===== src/rtl/imem_loader_pkg.sv =====
// Shared types and constants for the boot-time instruction-memory loader.
package imem_loader_pkg;

  localparam int WORD_BYTES = 4;
  localparam int BYTE_W     = 8;
  localparam int WORD_W     = WORD_BYTES * BYTE_W;

  typedef enum logic [2:0] {
    IDLE,
    LEN,
    DATA,
    CSUM,
    DONE,
    ERR
  } state_t;

endpackage


===== src/rtl/byte_packer.sv =====
// Packs a little-endian byte stream into 32-bit words. The fourth byte of a
// word is presented combinationally on word_out together with word_valid, so
// the consumer sees the complete word in the same cycle that byte transfers.
module byte_packer
  import imem_loader_pkg::*;
(
  input  logic              clk,
  input  logic              rst_n,
  input  logic              clear,
  input  logic              strobe,
  input  logic [BYTE_W-1:0] byte_in,
  output logic [WORD_W-1:0] word_out,
  output logic              word_valid
);

  // Only the first three bytes of a word need storage; the fourth is live.
  localparam int HELD_W = WORD_W - BYTE_W;

  logic [1:0]        cnt;
  logic [HELD_W-1:0] held;

  // Byte position counter and shift register; clear realigns to byte 0.
  // NOTE: sequential state uses non-blocking (<=) assignments so every flop
  // samples the pre-edge values of its neighbours, independent of block order.
  always_ff @(posedge clk or negedge rst_n) begin
    if (!rst_n) begin
      cnt  <= '0;
      held <= '0;
    end else if (clear) begin
      cnt <= '0;
    end else if (strobe) begin
      cnt  <= cnt + 2'd1;
      held <= {byte_in, held[HELD_W-1:BYTE_W]};
    end
  end

  assign word_out   = {byte_in, held};
  assign word_valid = strobe && (cnt == 2'd3);

endmodule


===== src/rtl/imem_loader.sv =====
// Boot-time program loader: parses a 4-byte little-endian word-count header,
// then writes that many 32-bit words to consecutive instruction-memory
// addresses while holding the CPU stalled.
// Optional feature: define IMEM_LOADER_CHECKSUM_EN to require a trailing
// 32-bit checksum (sum of all data words mod 2^32) before DONE.
module imem_loader
  import imem_loader_pkg::*;
#(
  parameter int          DEPTH     = 1024,
  parameter logic [31:0] BASE_ADDR = 32'h0000_0000
) (
  input  logic              clk,
  input  logic              reset,
  input  logic              start,
  input  logic              in_valid,
  input  logic [BYTE_W-1:0] in_data,
  output logic              in_ready,
  output logic              wr_en,
  output logic [31:0]       wr_addr,
  output logic [31:0]       wr_data,
  output logic              cpu_hold,
  output logic              done,
  output logic              error
);

  // One extra bit lets k reach DEPTH itself without wrapping.
  localparam int          KW        = $clog2(DEPTH) + 1;
  localparam logic [31:0] MAX_WORDS = 32'(DEPTH) - (BASE_ADDR >> 2);

`ifdef IMEM_LOADER_CHECKSUM_EN
  localparam state_t AFTER_DATA = CSUM;
`else
  localparam state_t AFTER_DATA = DONE;
`endif

  state_t          state, next_state;
  logic [KW-1:0]   k;
  logic [KW-1:0]   len;
  logic            strobe;
  logic            word_valid;
  logic [WORD_W-1:0] word;
  logic            load_begin;

  assign strobe     = in_valid && in_ready;
  assign load_begin = (next_state == LEN) && (state != LEN);

  // Byte counter restarts at every state entry.
  byte_packer u_packer (
    .clk        (clk),
    .rst_n      (reset),
    .clear      (next_state != state),
    .strobe     (strobe),
    .byte_in    (in_data),
    .word_out   (word),
    .word_valid (word_valid)
  );

`ifdef IMEM_LOADER_CHECKSUM_EN
  logic [31:0] sum;
  logic        last_word;

  assign last_word = ((k + KW'(1)) == len);

  // Running sum of data words, restarted with each load.
  always_ff @(posedge clk or negedge reset) begin
    if (!reset) begin
      sum <= '0;
    end else if (load_begin) begin
      sum <= '0;
    end else if (state == DATA && word_valid) begin
      sum <= sum + word;
    end
  end
`endif

  // Next-state decision.
  // NOTE: next_state gets a default before the case so every path assigns it
  // and no latch is inferred.
  always_comb begin
    next_state = state;
    case (state)
      IDLE, DONE, ERR: begin
        if (start) next_state = LEN;
      end
      LEN: begin
        if (word_valid) begin
          if (word == '0)            next_state = AFTER_DATA;
          else if (word > MAX_WORDS) next_state = ERR;
          else                       next_state = DATA;
        end
      end
`ifdef IMEM_LOADER_CHECKSUM_EN
      // Checksum bytes may follow the last data byte back-to-back, so CSUM is
      // entered on the last byte while its write is still being strobed.
      DATA: begin
        if (word_valid && last_word) next_state = CSUM;
      end
      CSUM: begin
        if (word_valid) next_state = (word == sum) ? DONE : ERR;
      end
`else
      // Leave DATA only after the final write strobe so the last word has
      // committed before done releases the core.
      DATA: begin
        if (wr_en && (k == len)) next_state = DONE;
      end
`endif
      default: next_state = IDLE;
    endcase
  end

  // State register, write port and registered status outputs.
  always_ff @(posedge clk or negedge reset) begin
    if (!reset) begin
      state    <= IDLE;
      k        <= '0;
      len      <= '0;
      wr_en    <= 1'b0;
      wr_addr  <= BASE_ADDR;
      wr_data  <= '0;
      in_ready <= 1'b0;
      cpu_hold <= 1'b1;
      done     <= 1'b0;
      error    <= 1'b0;
    end else begin
      state    <= next_state;
      in_ready <= next_state inside {LEN, DATA, CSUM};
      cpu_hold <= (next_state != DONE);
      done     <= (next_state == DONE);
      error    <= (next_state == ERR);
      wr_en    <= 1'b0;

      if (load_begin) k <= '0;

      // Length has passed the range check whenever DATA is entered, so the
      // truncated copy is exact.
      if (state == LEN && word_valid) len <= word[KW-1:0];

      if (state == DATA && word_valid) begin
        wr_en   <= 1'b1;
        wr_addr <= BASE_ADDR + (32'(k) << 2);
        wr_data <= word;
        k       <= k + KW'(1);
      end
    end
  end

endmodule

===== config.mk =====
export PLATFORM = sky130hd
export DESIGN_NAME = imem_loader
export DESIGN_NICKNAME = d
export VERILOG_FILES = /design/src/rtl/imem_loader_pkg.sv /design/src/rtl/byte_packer.sv /design/src/rtl/imem_loader.sv
export SDC_FILE = /design/constraint.sdc
export NUM_CORES = 1
export LEC_CHECK = 0
export ABC_AREA = 0
export CORE_MARGIN = 1
export CORE_UTILIZATION = 50
export CTS_CLUSTER_DIAMETER = 120
export CTS_CLUSTER_SIZE = 30
export DETAILED_ROUTE_END_ITERATION = 10
export DONT_BUFFER_PORTS = 1
export MAX_ROUTING_LAYER = met4
export PLACE_DENSITY = 0.75
export SLEW_MARGIN = 20
export SYNTH_ARGS = -nofsm -noshare
export SYNTH_HDL_FRONTEND = slang
export SYNTH_SLANG_ARGS = --single-unit

===== constraint.sdc =====
create_clock -name clk -period 2.4 [get_ports clk]
set_input_delay 0.36 -clock clk [delete_from_list [all_inputs] [get_ports clk]]
set_output_delay 0.36 -clock clk [all_outputs]
set_load 0.01 [all_outputs]

# After elaboration in Yosys (flattened, before gate mapping)
# Cells that the tools add are included.
# totals
input_bits,12
ff_bits,99
# op_classes
addsub,2
magnitude_cmp,1
n_eq_ne,14
reduce_logical,13
muxes,11
n_bitwise,1
# ops
op,count
$gt 32x11->1 const B,1
$logic_not 32->1,1
$mux 11,2
$mux 3,5
$eq 3x3->1 const B,4
$add 11x1->11 const B,1
$eq 11x11->1,1
$eq 3x2->1 const B,3
$pmux 3 s3,1
$eq 3x1->1 const B,2
$logic_and 1x1->1,6
$mux 2,2
$reduce_bool 2->1,2
$logic_not 3->1,1
$ne 3x1->1 const B,1
$ne 3x3->1,1
$ne 3x3->1 const B,1
$reduce_bool 3->1,1
$reduce_or 3->1,1
$add 2x1->2 const B,1
$eq 2x2->1 const B,1
$reduce_and 2->1,1
$mux 1,1
$not 1->1,1

# Longest topological paths before layout
# Gate-level depths: netlist of the first run.
# depth
ltp_word,9
depth_mapped,8
ltp_nobuf,8

# Hierarchy
# From an unflattened synthesis of the first run, not the netlist that was laid out.
# unflattened
hier_cells,429
hier_area_um2,4501.8
# by_module_without_submodules
module,seq_area_each_um2,instances,cells_per_inst,area_each_um2
imem_loader,1828.0,1,361,3334.4
byte_packer,650.6,1,68,1167.4

# Worst setup path after synthesis of the first run
# OpenSTA, ideal clock, no wires.
# synth_path
path_kind,reg2reg
from,register u_packer.held[7]
to,register u_packer.held[0]
path_stages_with_launch,8
arrival_time_ns,2.054
synth_period_minus_slack_ns,2.179
setup_time_ns,0.125
required_time_ns,2.275
path_slack_ns,0.221
path_cell_list,dfrtp_1 nor4_1 a31oi_1 nor4_1 o21ai_1 nand4b_4 buf_12 mux2_4
# synth_via
elab_chain_cells,8
word_cells_on_any_way,9
classes_between,order compare (1); eq/ne (1); mux (4); bitwise (1); reduce/logical (2)
# synth_rtl
item,line_no,text
start: declaration,byte_packer.sv:20,logic [HELD_W-1:0] held;
start signal: assignment,byte_packer.sv:33,"held <= {byte_in, held[HELD_W-1:BYTE_W]};"
$gt 32x11->1,imem_loader.sv:88,else if (word > MAX_WORDS) next_state = ERR;
$mux 3,imem_loader.sv:88,
$mux 3 (*),imem_loader.sv:87,if (word == '0) next_state = AFTER_DATA;
$mux 3 (*),imem_loader.sv:86,if (word_valid) begin
$pmux 3 s3 (*),imem_loader.sv:81,case (state)
$ne 3x3->1 (*),imem_loader.sv:51,".clear (next_state != state),"
$not 1->1 (no source line) (*),n/a,
$reduce_and 2->1 (no source line) (*),n/a,
# Every way passes the cells marked *; elsewhere a longest branch is shown, timed or not.
# A chain may end at the register's enable or synchronous reset.

# Worst setup path after layout of the first run
# layout_path
from,register u_packer.held[1]
to,register u_packer.held[15]
# Same word-level chain as after synthesis.

==> results of run 1 <==
[worst max-delay path: stages (launching register included)]
cell      delay, ns
dfrtp_1        0.41
nor4_2         0.37
a31oi_1        0.23
nor4b_2        0.35
or2b_2         0.19
nand4b_4       0.18
buf_12         0.20
mux2_1         0.31
[registers in the layout (all words and copies together), names as in the netlist]
register	cells
wr_data	32
u_packer.held	24
k	11
len	11
wr_addr	11
state	3
u_packer.cnt	2
cpu_hold	1
done	1
error	1
in_ready	1
wr_en	1
[routing by layer]
metal / share of wire / wire [um] / global-route usage / vias to the layer above
met5: 0 / 0 / - / -
met4: 0.015 / 127 / 0.0858 / 0
met3: 0.059 / 486 / 0.0566 / 18
met2: 0.48 / 3950 / 0.317 / 88
met1: 0.45 / 3690 / 0.258 / 1411
li1: - / - / - / 1349
[layout make-up]
type | instances | share of cell area
clock buffer | 9 | 0.0264
clock inverter | 7 | 0.0141
inverter | 2 | 0.00160
multi-input combinational | 295 | 0.369
sequential | 99 | 0.527
tap | 105 | 0.0279
timing repair buffer | 18 | 0.0341
[how the worst min path moves through the flow]
stage	start	endpoint	slack, ns	depth (start not counted)
3_3_place_gp	reset	wr_data[1]$_DFFE_PN0P_	0.07	0
2_1_floorplan	reset	done$_DFF_PN0_	0.06	0
3_5_place_dp	reset	wr_data[1]$_DFFE_PN0P_	0.07	0
6_report	reset	wr_data[18]$_DFFE_PN0P_	-0.32	0
5_1_grt	reset	wr_data[18]$_DFFE_PN0P_	-0.35	0
4_1_cts	reset	wr_data[18]$_DFFE_PN0P_	-0.34	0
[cell usage in the layout, fill, tap and decap left out, types with 2 or more instances in the layout]
| master | n |
|---|---|
| mux2_4 | 20 |
| inv_8 | 2 |
| nor3_1 | 3 |
| a31oi_1 | 4 |
| o21ai_1 | 16 |
| nand2b_1 | 2 |
| buf_12 | 2 |
| nand4_1 | 8 |
| xnor2_1 | 11 |
| nor4_2 | 2 |
| nor4_1 | 4 |
| ha_1 | 2 |
| nand3_1 | 6 |
| mux2_1 | 4 |
| conb_1 | 21 |
| xor2_1 | 3 |
| mux2_2 | 10 |
| clkinv_4 | 2 |
| nor2_1 | 7 |
| nand2_1 | 147 |
| a21oi_1 | 2 |
| nor2b_1 | 2 |
| o21ai_0 | 5 |
| dfrtp_1 | 98 |
| inv_6 | 3 |
| clkbuf_8 | 9 |
| buf_4 | 16 |
[power breakdown]
part | total, mW | internal (mW) | leakage, nW | switching (mW)
sequential | 2.33 | 2.00 | 1.29 | 0.324
combinational | 1.11 | 0.691 | 0.946 | 0.417
clock | 1.03 | 0.406 | 0.0986 | 0.625
total | 4.46 | 3.10 | 2.34 | 1.37
[metrics by stage]
step                utilization  hold slack, ns
finish                    0.564          -0.317
global route              0.564          -0.347
CTS                       0.561          -0.340
detailed placement        0.538          0.0691
global placement          0.538          0.0692
floorplan                     -          0.0644
[cells by family after synthesis]
family,share of synthesized area
compound gates,0.0417
xor+xnor,0.0280
fa+ha+maj,0.00571
buf+inv,0.0620
flops,0.566
mux,0.105
other cells,0.000856
simple gates,0.191
[what timing repair did]
item	in CTS	in global routing
endpoints found under the setup margin	1	21
gates resized for setup	1	3
endpoints found under the hold margin	99	99
pin swaps	0	3
==> results.ini, run 1 <==
[routing]
vias = 2866
dr.pass1.iters = 4
vias_per_cell = 5.36
drtIter0Drc = 187
drc_errors = 0
ant_nets = 0
wl_per_cell_um = 15.4
drt-total-wl_um = 8250

[setup_path]
startpoint = u_packer.held[1]$_DFFE_PN0P_
worstReg2RegEnd = u_packer.held[15]$_DFFE_PN0P_
crit_type = register to register
worst-r2r-setup-slack_ns = 0.04
crit_arrival_ns = 2.61
rr_worst_depth = 7
r2r_start = u_packer.held[1]$_DFFE_PN0P_
cp-start-kind = register
end_kind = register
critPathMaxFanout = 8
cp-endpoint = u_packer.held[15]$_DFFE_PN0P_
required_ns = 2.65

[global_routing]
grt_pass1_vias = 2831
grt.total_usage = 0.206
grt_first_pass_wirelength_um = 13800
overflow = 0
grt_max_degree = 100
antenna_found_initial = 0

[logic_synthesis]
synth_area_um2 = 4380
synth_edf_count = 0
syn_inst = 416
yosysTopAreaCellShare = 0.560
ys_seq_area_frac = 0.566
synth_top_area_cell = dfrtp_1
yosys_most_used_dff = dfrtp_1
syn_area_per_cell_um2 = 10.5
synth-async-reset-ratio = 1.00
synthTopCellsByCount = 147 x nand2_1, 98 x dfrtp_1, 21 x buf_4
synth.ff_latch_count = 99
yosysMostFrequentCell = nand2_1
yosys_warnings = 0
synth_cell_types = 42
ys_top_cells_by_area = dfrtp_1 56%, nand2_1 13%, mux2_4 6.9%, buf_4 3.6%, mux2_2 2.6%

[sta]
finClkSkew_ns = 0.0129
post-route-min-period_ns = 2.36
period_share = 0.984
tns_ns = 0
fmaxAchievable_mhz = 423
setup_viol = 0
slew_violations = 0
hold_viol = 99
fin_hold_ws_ns = -0.317
setup_slack_ns = 0.0380

[cells_and_area]
regArea_um2 = 2480
fillers = 718
final_area_um2 = 4700
final_layout_size_suffix_gt1_frac = 0.177
stdcell_count = 535
multi_input_area_um2 = 1730
syn2layout_area_growth_pct = 7.31
n_antenna_cell = 0
final_nets = 439

[placement]
numPortBuffers = 0
placed_cells = 519
place_hpwl_um = 5740
postPlaceCellArea_um2 = 4480
gp_congestion = 0.833
dp_slack_ns = 0.0204

[cts]
cts_buffers = 9
clk_latency_ns = 0.37
cts_sinks = 99
htree_levels = 3
cts_tree = built
cts-root-buf = clkbuf_8
clk_pin_slew_ns = 0.11
cts_setup_buffers = 0
ctsLongestPathBuffers = 2

[job]
drv_cap = 0

[status]
status = finished with violations
violations = negative hold slack

[floorplan]
die_area_um2 = 9140
core_area_um2 = 8340
io_pins = 81
row_count = 33
die_y_um = 95.6
start_util = 0.525
die_w_um = 95.6

[power_and_ir_drop]
totalPowerFinal_mw = 4.46
peakVddDrop_mv = 0.411
power_leakage_nw = 2.34
powerDensity_nw_per_um2 = 950

[min_path]
worstHoldPathType = input pin to async pin

No activity file was read; power rests on OpenSTA's default activity.
==> run 2, diff against run 1 <==
- PLACE_DENSITY: 0.75 -> 0.78
- clock period: 2.4 -> 2.14 ns (I/O delays scaled with it)
==> run 2 against run 1 <==
  * The run ends with negative hold slack, negative setup slack left
  * Fmax up 6.3%
  * Routed wire length up 9.4%
  * Critical endpoint is now u_packer.held[13]$_DFFE_PN0P_
  * Clock skew down 0.0024 ns
  * Clock power up 6%
  * Global-route usage up 1.8 points
  * Setup slack worse by 0.12 ns
  * Via count up 4.2%
  * Clock-buffer cell count up 1
  * Sequential power up 9.4%
  * Largest cell class unchanged
  * Critical path depth unchanged
  * Die area unchanged
  * Non-clock buffer count up 25
==> results.ini, run 2 (synthesized netlist as in run 1, its figures left out) <==
[setup_path]
critPathMaxFanout = 13  ; +5
worstReg2RegEnd = u_packer.held[13]$_DFFE_PN0P_
worst-r2r-setup-slack_ns = -0.08  ; -0.12 ns
required_ns = 2.41  ; -0.24 ns
startpoint = u_packer.held[18]$_DFFE_PN0P_
crit_type = register to register
r2r_start = u_packer.held[18]$_DFFE_PN0P_
rr_worst_depth = 7  ; unchanged
end_kind = register
crit_arrival_ns = 2.49  ; -0.12 ns
cp-start-kind = register

[cts]
cts_buffers = 9  ; unchanged
clk_pin_slew_ns = 0.10  ; about the same
ctsLongestPathBuffers = 2  ; unchanged
cts_tree = built
clk_latency_ns = 0.38  ; about the same
cts-root-buf = clkbuf_8
htree_levels = 3  ; unchanged
cts_sinks = 99  ; unchanged

[power_and_ir_drop]
totalPowerFinal_mw = 5.29  ; +18%
power_leakage_nw = 2.47  ; +5.6%
peakVddDrop_mv = 0.576  ; +40%
powerDensity_nw_per_um2 = 1070  ; +12%

[placement]
place_hpwl_um = 6240  ; +8.7%
numPortBuffers = 0  ; unchanged
gp_congestion = 0.782  ; -6.1%

[routing]
drtIter0Drc = 83  ; -56%
wl_per_cell_um = 16.1  ; +4.5%
drc_errors = 0  ; unchanged
ant_nets = 0  ; unchanged
dr.pass1.iters = 4  ; unchanged
vias_per_cell = 5.33  ; -0.46%
vias = 2986  ; +4.2%
drt-total-wl_um = 9020  ; +9.4%

[global_routing]
overflow = 0  ; unchanged
grt_first_pass_wirelength_um = 14800  ; +7.4%
grt.met1_usage = 0.271  ; +0.0133
grt_max_degree = 100  ; unchanged
grt_pass1_vias = 3086  ; +9.0%
antenna_found_initial = 0  ; unchanged
grt.total_usage = 0.224  ; +0.0176
grt_use_met2 = 0.365  ; +0.0488
grt_busiest_layer = met2
grt_util_met3 = 0.0558  ; -0.000797

[sta]
slew_violations = 0  ; unchanged
fin_hold_ws_ns = -0.369  ; -0.0527 ns
hold_viol = 99  ; unchanged
fmaxAchievable_mhz = 450  ; +6.3%
setup_slack_ns = -0.0815  ; -0.119 ns
setup_viol = 24  ; +24
tns_ns = -1.61  ; -1.61 ns
post-route-min-period_ns = 2.22  ; -0.141 ns
finClkSkew_ns = 0.0105  ; -0.00240 ns
period_share = 1.04  ; +0.0539
grt_setup_unrepaired = true

[cells_and_area]
largestRegisters = wr_data (32), u_packer.held (24)
top_register = wr_data
final_common_cell = nand2_1
fin_util = 0.593  ; +0.0299
syn2layout_area_growth_pct = 13.0
most-common-layout-cells = 147 x nand2_1, 98 x dfrtp_1, 40 x buf_4, 22 x mux2_4, 21 x conb_1
final_layout_size_suffix_gt1_frac = 0.235  ; +0.0584
largest_reg_flops = 32  ; unchanged
final_nets = 464  ; +5.7%
n_antenna_cell = 0  ; unchanged

[floorplan]
die_w_um = 95.6  ; unchanged
io_pins = 81  ; unchanged
row_count = 33  ; unchanged
die_y_um = 95.6  ; unchanged
core_area_um2 = 8340  ; unchanged
start_util = 0.525  ; unchanged
die_area_um2 = 9140  ; unchanged

[status]
violations = negative hold slack, negative setup slack
status = finished with violations

[job]
drv_cap = 0  ; unchanged

[min_path]
worstHoldPathType = input pin to async pin

run 2: power breakdown:
part           leakage, nW  internal [mW]  switching (mW)
Combinational         1.10          0.990           0.654
Clock               0.0787          0.423           0.666
Sequential            1.29           2.25           0.308
Total                 2.47           3.66            1.63
run 2: worst max path at each step:
stage / to / slack, ns / cells after the start
2_1_floorplan: u_packer.held[0]$_DFFE_PN0P_ / 0.007 / 7
3_3_place_gp: u_packer.held[13]$_DFFE_PN0P_ / -0.07 / 7
3_5_place_dp: u_packer.held[13]$_DFFE_PN0P_ / -0.16 / 7
4_1_cts: u_packer.held[1]$_DFFE_PN0P_ / -0.08 / 7
5_1_grt: u_packer.held[12]$_DFFE_PN0P_ / -0.16 / 8
6_report: u_packer.held[13]$_DFFE_PN0P_ / -0.08 / 7
run 2: per-layer routing:
| layer | vias up | share of wire |
|---|---|---|
| li1 | 1401 | - |
| met1 | 1491 | 0.42 |
| met2 | 79 | 0.51 |
| met3 | 15 | 0.046 |
| met4 | 0 | 0.020 |
| met5 | - | 0 |
run 2: final cells by class:
class	instances	area (um2)
Fill cell	692	3390
Sequential cell	99	2480
Multi-Input combinational cell	295	1800
Timing Repair Buffer	43	360
Tap cell	105	131
Clock buffer	10	128
Clock inverter	6	41.3
Inverter	2	10.0
run 2: timing repair:
| action | CTS | global route |
|---|---|---|
| pin swaps | 3 | 3 |
| hold endpoints to repair | 99 | 99 |
| gates resized for setup | 6 | 10 |
| setup endpoints to repair | 24 | 29 |
| setup buffers | 1 | 4 |
run 2: critical path: stages, from the launching register on:
cell and delay (ns):
dfrtp_1 0.41, nor4_2 0.28, nand4_1 0.25, nor4b_4 0.37, or2b_4 0.19, nand4b_4 0.13, buf_12 0.19, mux2_1 0.31
run 2: per-stage QoR:
stage               instance area [um2]  hold slack (ns)  worst slack [ns]  cells
detailed placement                 4650           0.0285            -0.157    539
global placement                   4650           0.0287           -0.0728    539
CTS                                4860           -0.375           -0.0789    556
floorplan                          4460           0.0254           0.00720    436
global route                       4950           -0.396            -0.161    560
finish                             4950           -0.369           -0.0815    560
==> run 3, diff against run 2 <==
- CTS_CLUSTER_SIZE: 30 -> default
- SKIP_LAST_GASP: default -> 1
- TNS_END_PERCENT: default -> 1
==> run 3 against run 2 <==
  * The run still ends with negative hold slack, negative setup slack left
  * Final area shrank 0.38%
  * Clock-buffer cell count stayed put
  * Non-clock buffer count stayed put
  * Register-to-register slack hardly changed
  * Routed wire length shrank 0.33%
  * Global-route usage did not move
  * Highest routed layer unchanged
==> results.ini, run 3 (synthesized netlist as in run 1, its figures left out) <==
[status]
status = finished with violations
violations = negative hold slack, negative setup slack

[global_routing]
grt.total_usage = 0.224  ; unchanged
antenna_found_initial = 0  ; unchanged
grt_pass1_vias = 3086  ; unchanged
overflow = 0  ; unchanged
grt_max_degree = 100  ; unchanged
grt_first_pass_wirelength_um = 14800  ; unchanged

[placement]
gp_congestion = 0.782  ; unchanged
numPortBuffers = 0  ; unchanged
placed_cells = 539  ; unchanged
place_hpwl_um = 6240  ; unchanged

[power_and_ir_drop]
peakVddDrop_mv = 0.569  ; -1.2%
p_sw_frac = 0.307  ; -0.000656
internal-power_mw = 3.63  ; -0.67%
seq_power_share = 0.487  ; +0.004
p_comb_frac = 0.307  ; -0.004
powerDensity_nw_per_um2 = 1060  ; -0.39%
p_sw_mw = 1.61  ; -0.98%
power_leakage_nw = 2.46  ; -0.40%
clkPwrFrac = 0.206  ; about the same

[floorplan]
core_area_um2 = 8340  ; unchanged
die_y_um = 95.6  ; unchanged
start_util = 0.525  ; unchanged
die_area_um2 = 9140  ; unchanged
row_count = 33  ; unchanged
io_pins = 81  ; unchanged
die_w_um = 95.6  ; unchanged

[cells_and_area]
top_register = wr_data
stdcell_count = 560  ; unchanged
syn2layout_area_growth_pct = 12.6
regArea_um2 = 2480  ; unchanged
multi_input_area_um2 = 1780  ; -0.90%
largest_reg_flops = 32  ; unchanged
final_nets = 464  ; unchanged
n_antenna_cell = 0  ; unchanged
final_layout_size_suffix_gt1_frac = 0.229  ; -0.00659
fillers = 690  ; -0.29%
most-common-layout-cells = 147 x nand2_1, 98 x dfrtp_1, 40 x buf_4, 21 x conb_1, 20 x mux2_4
largestRegisters = wr_data (32), u_packer.held (24)
final_common_cell = nand2_1

[routing]
wl_per_cell_um = 16.1  ; -0.33%
ant_nets = 0  ; unchanged
vias = 2954  ; -1.1%
vias_per_cell = 5.28  ; -1.1%
drc_errors = 0  ; unchanged
drtIter0Drc = 104  ; +25%
drt-total-wl_um = 8990  ; -0.33%
dr.pass1.iters = 4  ; unchanged

[cts]
cts-root-buf = clkbuf_8
cts_tree = built
cts_buffers = 9  ; unchanged
cts_sinks = 99  ; unchanged
clk_latency_ns = 0.38  ; about the same
ctsLongestPathBuffers = 2  ; unchanged
clk_pin_slew_ns = 0.10  ; about the same
htree_levels = 3  ; unchanged

[sta]
tns_ns = -1.42  ; +0.190 ns
post-route-min-period_ns = 2.21  ; -0.0116 ns
fin_hold_ws_ns = -0.370  ; -0.000589 ns
hold_viol = 99  ; unchanged
period_share = 1.03  ; -0.00541
setup_slack_ns = -0.0699  ; +0.0116 ns
slew_violations = 0  ; unchanged
setup_viol = 24  ; unchanged
grt_setup_unrepaired = true
finClkSkew_ns = 0.00922  ; -0.00124 ns
fmaxAchievable_mhz = 453  ; +0.52%

[setup_path]
crit_arrival_ns = 2.48  ; about the same
crit_type = register to register
startpoint = u_packer.held[18]$_DFFE_PN0P_
worst-r2r-setup-slack_ns = -0.07  ; about the same
required_ns = 2.41  ; about the same
worstReg2RegEnd = u_packer.held[13]$_DFFE_PN0P_
critPathMaxFanout = 13  ; unchanged
end_kind = register
cp-endpoint = u_packer.held[13]$_DFFE_PN0P_
cp-start-kind = register
rr_worst_depth = 7  ; unchanged
r2r_start = u_packer.held[18]$_DFFE_PN0P_

[job]
drv_cap = 0  ; unchanged

[min_path]
worstHoldPathType = input pin to async pin

## run 3: cell counts in the layout (fill, tap and decap cells not counted)
Identical to the previous run, type by type.
## run 3: critical path, cell delays in order, from the launching register on
cell and delay, ns:
dfrtp_1 0.41, nor4_2 0.28, nand4_1 0.25, nor4b_4 0.37, or2b_4 0.18, nand4b_4 0.13, buf_12 0.19, mux2_1 0.30
## run 3: power groups by stage
stage	registers, mW	logic, mW	clock network, mW
floorplan	2.53	0.969	0
global placement	2.51	1.48	0
detailed placement	2.53	1.54	0
CTS	2.52	1.58	1.09
global route	2.59	1.75	1.18
finish	2.55	1.61	1.08
## run 3: repair_timing
action | 4_1_cts | 5_1_grt
pin swaps | 3 | 3
setup buffers | 1 | 4
gates resized for setup | 6 | 5
gates cloned | 0 | 0
endpoints found under the setup margin | 24 | 29
hold endpoints to repair | 99 | 99
## run 3: through the flow
| stage | area [um2] | power [mW] | worst slack, ns | util |
|---|---|---|---|---|
| 6_report | 4930 | 5.25 | -0.0699 | 0.591 |
| 5_1_grt | 4930 | 5.51 | -0.167 | 0.591 |
| 4_1_cts | 4860 | 5.19 | -0.0789 | 0.583 |
| 3_5_place_dp | 4650 | 4.06 | -0.157 | 0.558 |
| 3_3_place_gp | 4650 | 3.99 | -0.0728 | 0.558 |
| 2_1_floorplan | 4460 | 3.50 | 0.00720 | - |
## run 3: cell type report
cell class,count,share of cell area
Timing Repair Buffer,43,0.0731
Multi-Input combinational cell,295,0.362
Sequential cell,99,0.503
Tap cell,105,0.0266
Inverter,2,0.00152
Clock inverter,6,0.00837
Clock buffer,10,0.0259
## run 3: worst min path at each step
stage	start	end	slack, ns	cells past startpoint
after floorplan	reset	done$_DFF_PN0_	0.03	0
final	reset	k[0]$_DFFE_PN0P_	-0.37	0
after CTS	reset	wr_data[28]$_DFFE_PN0P_	-0.38	0
after detailed placement	reset	wr_data[6]$_DFFE_PN0P_	0.03	0
after global placement	reset	wr_data[6]$_DFFE_PN0P_	0.03	0
after global routing	reset	u_packer.held[4]$_DFFE_PN0P_	-0.40	0
## run 3: metal layers
layer / track usage / up-vias / routed length (um)
met1: 0.271 / 1463 / 3820
met3: 0.0558 / 15 / 450
met4: 0.0771 / 0 / 181
li1: - / 1395 / -
met5: - / - / 0
met2: 0.365 / 81 / 4540
